===== src/rtl/uart_tx_gen.sv =====
// ============================================================================
// Module   : uart_tx_gen
// Brief    : 8N1 UART transmitter with per-frame latched baud period.
// Revision : 1.0 - initial release
// ============================================================================
`default_nettype none

module uart_tx_gen (
  input  logic        clk,
  input  logic        rst,
  input  logic        trmt,
  input  logic [7:0]  tx_data,
  input  logic [15:0] baud_cnt,
  output logic        TX,
  output logic        busy,
  output logic        tx_done
);

  typedef enum logic [0:0] {
    IDLE  = 1'b0,
    TXING = 1'b1
  } state_t;

  localparam logic [3:0] LAST_BIT = 4'd9;

  state_t      state_q, state_d;
  logic [15:0] baud_q, baud_d;
  logic [15:0] cnt_q, cnt_d;
  logic [3:0]  bit_q, bit_d;
  logic [8:0]  shift_q, shift_d;
  logic        tx_q, tx_d;
  logic        busy_q, busy_d;
  logic        done_q, done_d;
  logic        bit_end;

  assign bit_end = (cnt_q == baud_q);

  always_ff @(posedge clk or posedge rst) begin
    if (rst) begin
      state_q <= IDLE;
      baud_q  <= 16'd0;
      cnt_q   <= 16'd0;
      bit_q   <= 4'd0;
      shift_q <= 9'd0;
      tx_q    <= 1'b1;
      busy_q  <= 1'b0;
      done_q  <= 1'b0;
    end else begin
      state_q <= state_d;
      baud_q  <= baud_d;
      cnt_q   <= cnt_d;
      bit_q   <= bit_d;
      shift_q <= shift_d;
      tx_q    <= tx_d;
      busy_q  <= busy_d;
      done_q  <= done_d;
    end
  end

  always_comb begin
    state_d = state_q;
    baud_d  = baud_q;
    cnt_d   = cnt_q;
    bit_d   = bit_q;
    shift_d = shift_q;
    tx_d    = tx_q;
    busy_d  = busy_q;
    done_d  = done_q;
    case (state_q)
      IDLE: begin
        if (trmt) begin
          state_d = TXING;
          baud_d  = baud_cnt;
          // Shifter holds the data bits followed by the stop bit; start bit goes out now.
          shift_d = {1'b1, tx_data};
          tx_d    = 1'b0;
          busy_d  = 1'b1;
          done_d  = 1'b0;
          cnt_d   = 16'd0;
          bit_d   = 4'd0;
        end
      end
      TXING: begin
        if (bit_end) begin
          cnt_d = 16'd0;
          if (bit_q == LAST_BIT) begin
            state_d = IDLE;
            tx_d    = 1'b1;
            busy_d  = 1'b0;
            done_d  = 1'b1;
            bit_d   = 4'd0;
          end else begin
            tx_d    = shift_q[0];
            shift_d = {1'b0, shift_q[8:1]};
            bit_d   = bit_q + 4'd1;
          end
        end else begin
          cnt_d = cnt_q + 16'd1;
        end
      end
      default: state_d = IDLE;
    endcase
  end

  assign TX      = tx_q;
  assign busy    = busy_q;
  assign tx_done = done_q;

endmodule

`default_nettype wire


===== config.mk =====
export PLATFORM = sky130hd
export DESIGN_NAME = uart_tx_gen
export DESIGN_NICKNAME = d
export VERILOG_FILES = /design/src/rtl/uart_tx_gen.sv
export SDC_FILE = /design/constraint.sdc
export NUM_CORES = 1
export LEC_CHECK = 0
export CELL_PAD_IN_SITES_DETAIL_PLACEMENT = 2
export CELL_PAD_IN_SITES_GLOBAL_PLACEMENT = 2
export CORE_ASPECT_RATIO = 1.1
export CORE_MARGIN = 2
export CORE_UTILIZATION = 37
export CTS_CLUSTER_DIAMETER = 200
export DETAILED_ROUTE_END_ITERATION = 6
export PLACE_DENSITY = 0.83
export SLEW_MARGIN = 20
export SYNTH_ARGS = -nofsm -noshare
export SYNTH_HDL_FRONTEND = slang
export SYNTH_SLANG_ARGS = --single-unit

===== constraint.sdc =====
create_clock -name clk -period 4.95 [get_ports clk]
set_clock_uncertainty 0.05 [all_clocks]
set_input_delay 0.99 -clock clk [delete_from_list [all_inputs] [get_ports clk]]
set_output_delay 0.99 -clock clk [all_outputs]
set_load 0.05 [all_outputs]

Word level (Yosys, flattened, before mapping)
Index checks and enable logic that the tools add are counted.
{ "word_totals": {"elab_cells": 47, "ff_bits": 49, "inputBits": 27, "out_inout_bits": 3} }
{ "classes": {"mux": 26, "add_sub_neg": 2, "n_eq_ne": 6, "reduce_logical": 4, "bitwise": 1} }
{ "op_table": {"columns": ["cell", "count"], "rows": [
  ["two-way mux 16 bit", 2],
  ["one-hot mux 16 bit (2 select lines)", 1],
  ["two-way mux 9 bit", 3],
  ["one-hot mux 9 bit (2 select lines)", 1],
  ["adder 16 x 1 -> 16 bit, second input constant", 1],
  ["== test 16 bit", 1],
  ["two-way mux 4 bit", 3],
  ["two-way mux 1 bit", 11],
  ["one-hot mux 1 bit (2 select lines)", 4],
  ["one-hot mux 4 bit (2 select lines)", 1],
  ["AND reduction 3 bit", 2],
  ["adder 4 x 1 -> 4 bit, second input constant", 1],
  ["== test 4 bit, second input constant", 1],
  ["inequality test 2 x 1 -> 1 bit, second input constant", 2],
  ["inequality test 2 bit, second input constant", 2],
  ["AND reduction 2 bit", 2],
  ["NOT 1 bit", 1]
]} }

Depth between registers and ports, before layout
{ "logic_depth": {"ltp_word": 4, "depth_mapped": 7, "mapped_depth_nobuf": 7} }

Worst setup path after synthesis
OpenSTA, ideal clock, no wires.
{ "synth_path": {"path_kind": "input to register", "startpoint": "input port trmt", "endpoint": "register shift_q[0]", "cell_stages": 7, "t_required_ns": 4.763, "path_slack_ns": 2.578, "setup_time_ns": 0.137, "arrival_ns": 2.185, "path_buffers": 2, "path_cell_list": "clkbuf_1 nor2b_1 clkbuf_1 a21oi_1 or2_2 mux2i_1 a21oi_1"} }
{ "synth_via": {"elab_chain_len": 2} }
{ "synth_lines": {"columns": ["item", "line_no", "text"], "rows": [
  ["start, declared", "11", "input logic trmt,"],
  ["inequality test 2 bit (no line)", null, null],
  ["AND reduction 3 bit (no line)", null, null],
  ["end signal, assigned", "53", "shift_q <= shift_d;"],
  ["end, declared", "30", "logic [8:0] shift_q, shift_d;"]
]} }
No other way between the ends.
A chain may end at the register's enable or synchronous reset.

Final worst setup path
Ends and elaborated chain as after synthesis.

==> impl.org <==
** Pwr
- The worst-case IR drop observed on VDD is 93.4 uV.
- Net switching share of the total power :: 0.221
- Cell-internal power :: 0.000598 W
- The share of total power dissipated in combinational logic is 0.060.
- For this design the ratio of total power to cell area is 247 nW/um^2.
- Of the total power, registers draw 0.539.
- The share of total power dissipated in the clock network is 0.400.
- Summed over all nets, the switching power comes to 0.000169 W.
- Leakage :: 1.28 nW

** Drt
- In the routed layout, each cell is associated on average with a via count of 5.54.
- First drt pass iteration count :: 4
- Routed via count :: 2193
- Count of antenna-violating nets left after detailed routing :: 0
- After detailed routing, the average wire length per cell comes to 17.6 um.
- Initial detailed-routing violation count :: 36
- The final layout contains routed wiring with a total length of 6.99 mm.
- Drc violations :: 0

** STA
- Maximum operating frequency :: 323 MHz
- TNS Setup :: 0 ns
- Post-route clock period utilization :: 0.626
- Actual transition at the worst max-transition pin :: 0.975 ns
- Setup repair after global routing left no endpoint under its margin.
- Measured against its own limit, the worst slew margin works out to 0.349.
- The max-slew violation count is 0.
- The final-report hold violation count is 0.
- Setup violations remaining at the end of the flow were counted as 0.
- Worst path setup slack after routing :: 1.85 ns
- The smallest clock period supported by the final layout is computed as 3.10 ns.

** Flow run
- The tool flagged a number of max-cap violations equal to 0.

** Floorplan
- Pin placement for this block handled 30 I/O pins.
- For this configuration, the core starts out at a cell density of 0.378.
- Die Y-Extent :: 92.2 um
- Row generation in the floorplan step produced 32 rows.
- Measured along the x axis, the die boundary spans 84.2 um.
- Core footprint :: 6930 um^2
- Die outline area :: 7760 um^2

** Setup path
- Capturing element type of the critical path :: flip-flop
- Crit-path cells :: clkdlybuf4s50_1 -> nand2_1 -> o21ai_1 -> o22ai_1 -> a21oi_1
- Crit-path leading delay family :: compound AO/OA/AOI/OAI gates
- The worst register-to-register path ends at shift_q[0].
- The critical path is of the primary input to flip-flop type.
- The worst setup path is launched from a primary input.
- Largest fanout on the critical path :: 26
- Data arrives at the worst endpoint at 3.28 ns.
- Worst path bufs/invs :: 1
- In this run the critical register-to-register path is launched from state_q.
- CP max-delay cell :: sky130_fd_sc_hd__clkdlybuf4s50_1
- Critical path required time :: 5.13 ns
- Worst setup slack for register-to-register paths :: 2.48 ns
- Cells on worst reg2reg path :: 5
- On the worst path, the slowest cell contributes a delay of 0.64 ns.

** Place
- Half-perimeter wire length of the detailed placement result :: 4.96 mm
- At the placement stage, the worst setup path has a slack of 1.52 ns.
- Number of input and output port buffers inserted :: 29
- Routability-driven placement finished with a final weighted congestion of 0.750.

** Global routing
- Entering global routing, the biggest net connects 50 pins.
- Overall fraction of global-route tracks in use :: 0.194
- After global routing the overflow that remains totals 0.
- The number of antenna violations at the first check in global routing is 0.
- Vias in the first global route :: 2471
- First-pass GRT wire length :: 12.1 mm

** Clocking
- Post_cts resized :: 0
- Worst-Skew Late Latency :: 0.30 ns
- Buffer depth of the longest clock path :: 2
- Clock buffers created by TritonCTS :: 5
- After clock tree synthesis, the setup repair step added 0 buffers.
- Library cell used as clock root buffer :: sky130_fd_sc_hd__clkbuf_8
- Clock tree from TritonCTS :: yes
- Number of hold buffers added after CTS :: 0
- H-tree levels :: 2
- For this design, the sink count on the clock tree is 49.
- After clock tree synthesis, the clock-pin slew on the worst setup and hold paths is 0.09 ns.

** Cells and area
- In the final layout, the share of cells above drive strength 1 is 0.0900.
- At the end of the flow the core is filled with cells to 0.448.
- Multi-input logic area :: 1300 um^2
- The sequential cells in the finished layout cover a total of 1230 um^2.
- Fill cell instance count of the final layout :: 771
- Antenna cells :: 0
- In the final design database the tool counted 340 nets.
- Layout overhead on the synthesized area :: 18.6%

** Min path
- Counting instances, the worst hold path has a depth of 1.
- Startpoint of the tightest hold check path :: shift_q[8]
- Path category of the worst min-delay check :: flip-flop to flip-flop
- Destination of the worst hold path :: shift_q[8]

** Synth
- Synthesis handed over a netlist of 282 instances.
- Yosys mapped the design onto 45 distinct sky130hd cell types.
- The mapped netlist covers 2620 um^2.
- For this run, the register share of the synthesized area comes to 0.469.
- In this run, synthesis produced a sequential element count of 49.
- Mapped Nets :: 312
- During synthesis, Yosys emitted a total of 0 warnings.
- Each instance of the synthesized netlist takes up on average 9.28 um^2.

** Status
- Status :: finished, final reports clean
## placed cells by master (no fill, tap or decap), types with 3 or more instances in the layout
master,count
sky130_fd_sc_hd__a21oi_1,14
sky130_fd_sc_hd__a22o_1,3
sky130_fd_sc_hd__buf_4,4
sky130_fd_sc_hd__clkbuf_8,6
sky130_fd_sc_hd__clkdlybuf4s50_1,29
sky130_fd_sc_hd__dfrtp_1,48
sky130_fd_sc_hd__ha_1,3
sky130_fd_sc_hd__mux2i_1,10
sky130_fd_sc_hd__nand2_1,78
sky130_fd_sc_hd__nand2b_1,3
sky130_fd_sc_hd__nand3_1,8
sky130_fd_sc_hd__nand4_1,5
sky130_fd_sc_hd__nand4b_1,3
sky130_fd_sc_hd__nor2_1,6
sky130_fd_sc_hd__nor2b_1,3
sky130_fd_sc_hd__nor3_1,4
sky130_fd_sc_hd__o211ai_1,5
sky130_fd_sc_hd__o21ai_0,5
sky130_fd_sc_hd__o22ai_1,10
sky130_fd_sc_hd__or2_2,8
sky130_fd_sc_hd__or3_1,8
sky130_fd_sc_hd__xnor2_1,16
## registers in the layout (all words and copies together), names as in the netlist
name,cells
baud_q,16
cnt_q,16
shift_q,9
bit_q,4
TX,1
busy,1
state_q,1
tx_done,1
## synth_stat cells
| cell | count | area (um^2) |
|---|---|---|
| sky130_fd_sc_hd__o41ai_1 | 1 | 8.76 |
| sky130_fd_sc_hd__nor2_1 | 6 | 22.5 |
| sky130_fd_sc_hd__xor2_1 | 1 | 8.76 |
| sky130_fd_sc_hd__a21o_1 | 2 | 15.0 |
| sky130_fd_sc_hd__a21oi_1 | 14 | 70.1 |
| sky130_fd_sc_hd__nand3_1 | 8 | 40.0 |
| sky130_fd_sc_hd__o22ai_1 | 10 | 62.6 |
| sky130_fd_sc_hd__ha_1 | 3 | 37.5 |
| sky130_fd_sc_hd__o221a_2 | 1 | 11.3 |
| sky130_fd_sc_hd__clkinv_1 | 1 | 3.75 |
| sky130_fd_sc_hd__nand4_2 | 2 | 25.0 |
| sky130_fd_sc_hd__o31ai_1 | 2 | 15.0 |
| sky130_fd_sc_hd__nand3b_1 | 1 | 7.51 |
| sky130_fd_sc_hd__clkbuf_1 | 8 | 30.0 |
| sky130_fd_sc_hd__o211ai_1 | 5 | 37.5 |
| sky130_fd_sc_hd__or2_2 | 8 | 50.1 |
| sky130_fd_sc_hd__dfstp_2 | 1 | 26.3 |
| sky130_fd_sc_hd__and4_1 | 2 | 17.5 |
| sky130_fd_sc_hd__o21ai_0 | 5 | 25.0 |
| sky130_fd_sc_hd__buf_6 | 2 | 22.5 |
| sky130_fd_sc_hd__nand2b_1 | 3 | 18.8 |
| sky130_fd_sc_hd__nor2b_1 | 3 | 18.8 |
| sky130_fd_sc_hd__nand2_1 | 78 | 293 |
| sky130_fd_sc_hd__a22o_1 | 3 | 26.3 |
| sky130_fd_sc_hd__a22oi_1 | 1 | 7.51 |
| sky130_fd_sc_hd__xnor2_1 | 16 | 140 |
| sky130_fd_sc_hd__o311ai_0 | 1 | 8.76 |
| sky130_fd_sc_hd__and3_1 | 2 | 12.5 |
| sky130_fd_sc_hd__nor4_4 | 1 | 21.3 |
| sky130_fd_sc_hd__a31oi_1 | 1 | 6.26 |
| sky130_fd_sc_hd__buf_2 | 1 | 5.00 |
| sky130_fd_sc_hd__inv_1 | 3 | 11.3 |
| sky130_fd_sc_hd__o41ai_4 | 1 | 27.5 |
| sky130_fd_sc_hd__a21boi_0 | 1 | 7.51 |
| sky130_fd_sc_hd__a211o_1 | 1 | 8.76 |
| sky130_fd_sc_hd__mux2i_1 | 10 | 100 |
| sky130_fd_sc_hd__dfrtp_1 | 48 | 1200 |
| sky130_fd_sc_hd__o2bb2a_1 | 1 | 10.0 |
| sky130_fd_sc_hd__or3_1 | 8 | 50.1 |
| sky130_fd_sc_hd__nor3b_1 | 1 | 7.51 |
| sky130_fd_sc_hd__o21ai_1 | 1 | 5.00 |
| sky130_fd_sc_hd__nor3_1 | 4 | 20.0 |
| sky130_fd_sc_hd__nand4_1 | 5 | 31.3 |
| sky130_fd_sc_hd__buf_4 | 2 | 15.0 |
| sky130_fd_sc_hd__nand4b_1 | 3 | 26.3 |
## through the flow
stage	cell area (um^2)	hold WS [ns]	total power, W	std cells
after global routing	3100	0.458	0.000793	396
after CTS	3090	0.439	0.000778	395
after global placement	2970	0.406	0.000467	387
after floorplan	2620	0.392	0.000440	282
final	3100	0.437	0.000767	396
after detailed placement	2970	0.416	0.000469	387
## metal layers
layer  part of all wire  global-route usage  up-vias
met5                  0                   0        -
met3              0.022              0.0261        6
li1                   -                   -     1036
met4             0.0099              0.0497        0
met1               0.42               0.233     1126
met2               0.55               0.361       25
## layout make-up
type,count,share of cell area
clock buffer,6,0.0266
multi-input combinational,216,0.419
sequential,49,0.396
tap,85,0.0343
timing repair buffer,34,0.107
inverter,4,0.00524
clock inverter,2,0.0121
## cell families (layout without fill, tap and decap cells)
group           after synthesis  count (layout)  synth area share
xor+xnor                     17              17            0.0569
simple gates                135             135             0.253
buf+inv                      17              46            0.0335
compound gates               51              51             0.135
flops                        49              49             0.469
fa+ha+maj                     3               3            0.0143
mux                          10              10            0.0383
## worst max path at each step
stage                     from         end  slack [ns]  depth (start not counted)
after floorplan           trmt  shift_q[0]        2.58                          7
after global placement    trmt  shift_q[3]        1.68                          5
after detailed placement  trmt  shift_q[0]        1.52                          5
after CTS                 trmt  shift_q[0]        1.81                          5
after global routing      trmt  shift_q[0]        1.65                          5
final                     trmt  shift_q[0]        1.85                          5
## worst reg2reg max path, delay by kind of cell (launching register included)
kind	cells	cell delay, ns
AO/OA/AOI/OAI	3	0.85
buffers and inverters	1	0.26
flip-flops	1	0.38
AND/OR/NAND/NOR	1	0.81
## power by group through the flow
stage	sequential [W]	combinational (W)	clock, W
floorplan	0.000419	0.0000208	0
global placement	0.000421	0.0000456	0
detailed placement	0.000422	0.0000471	0
CTS	0.000414	0.0000477	0.000316
global route	0.000415	0.0000517	0.000326
finish	0.000414	0.0000464	0.000307
Note: power is estimated with default switching activity, not from simulation.
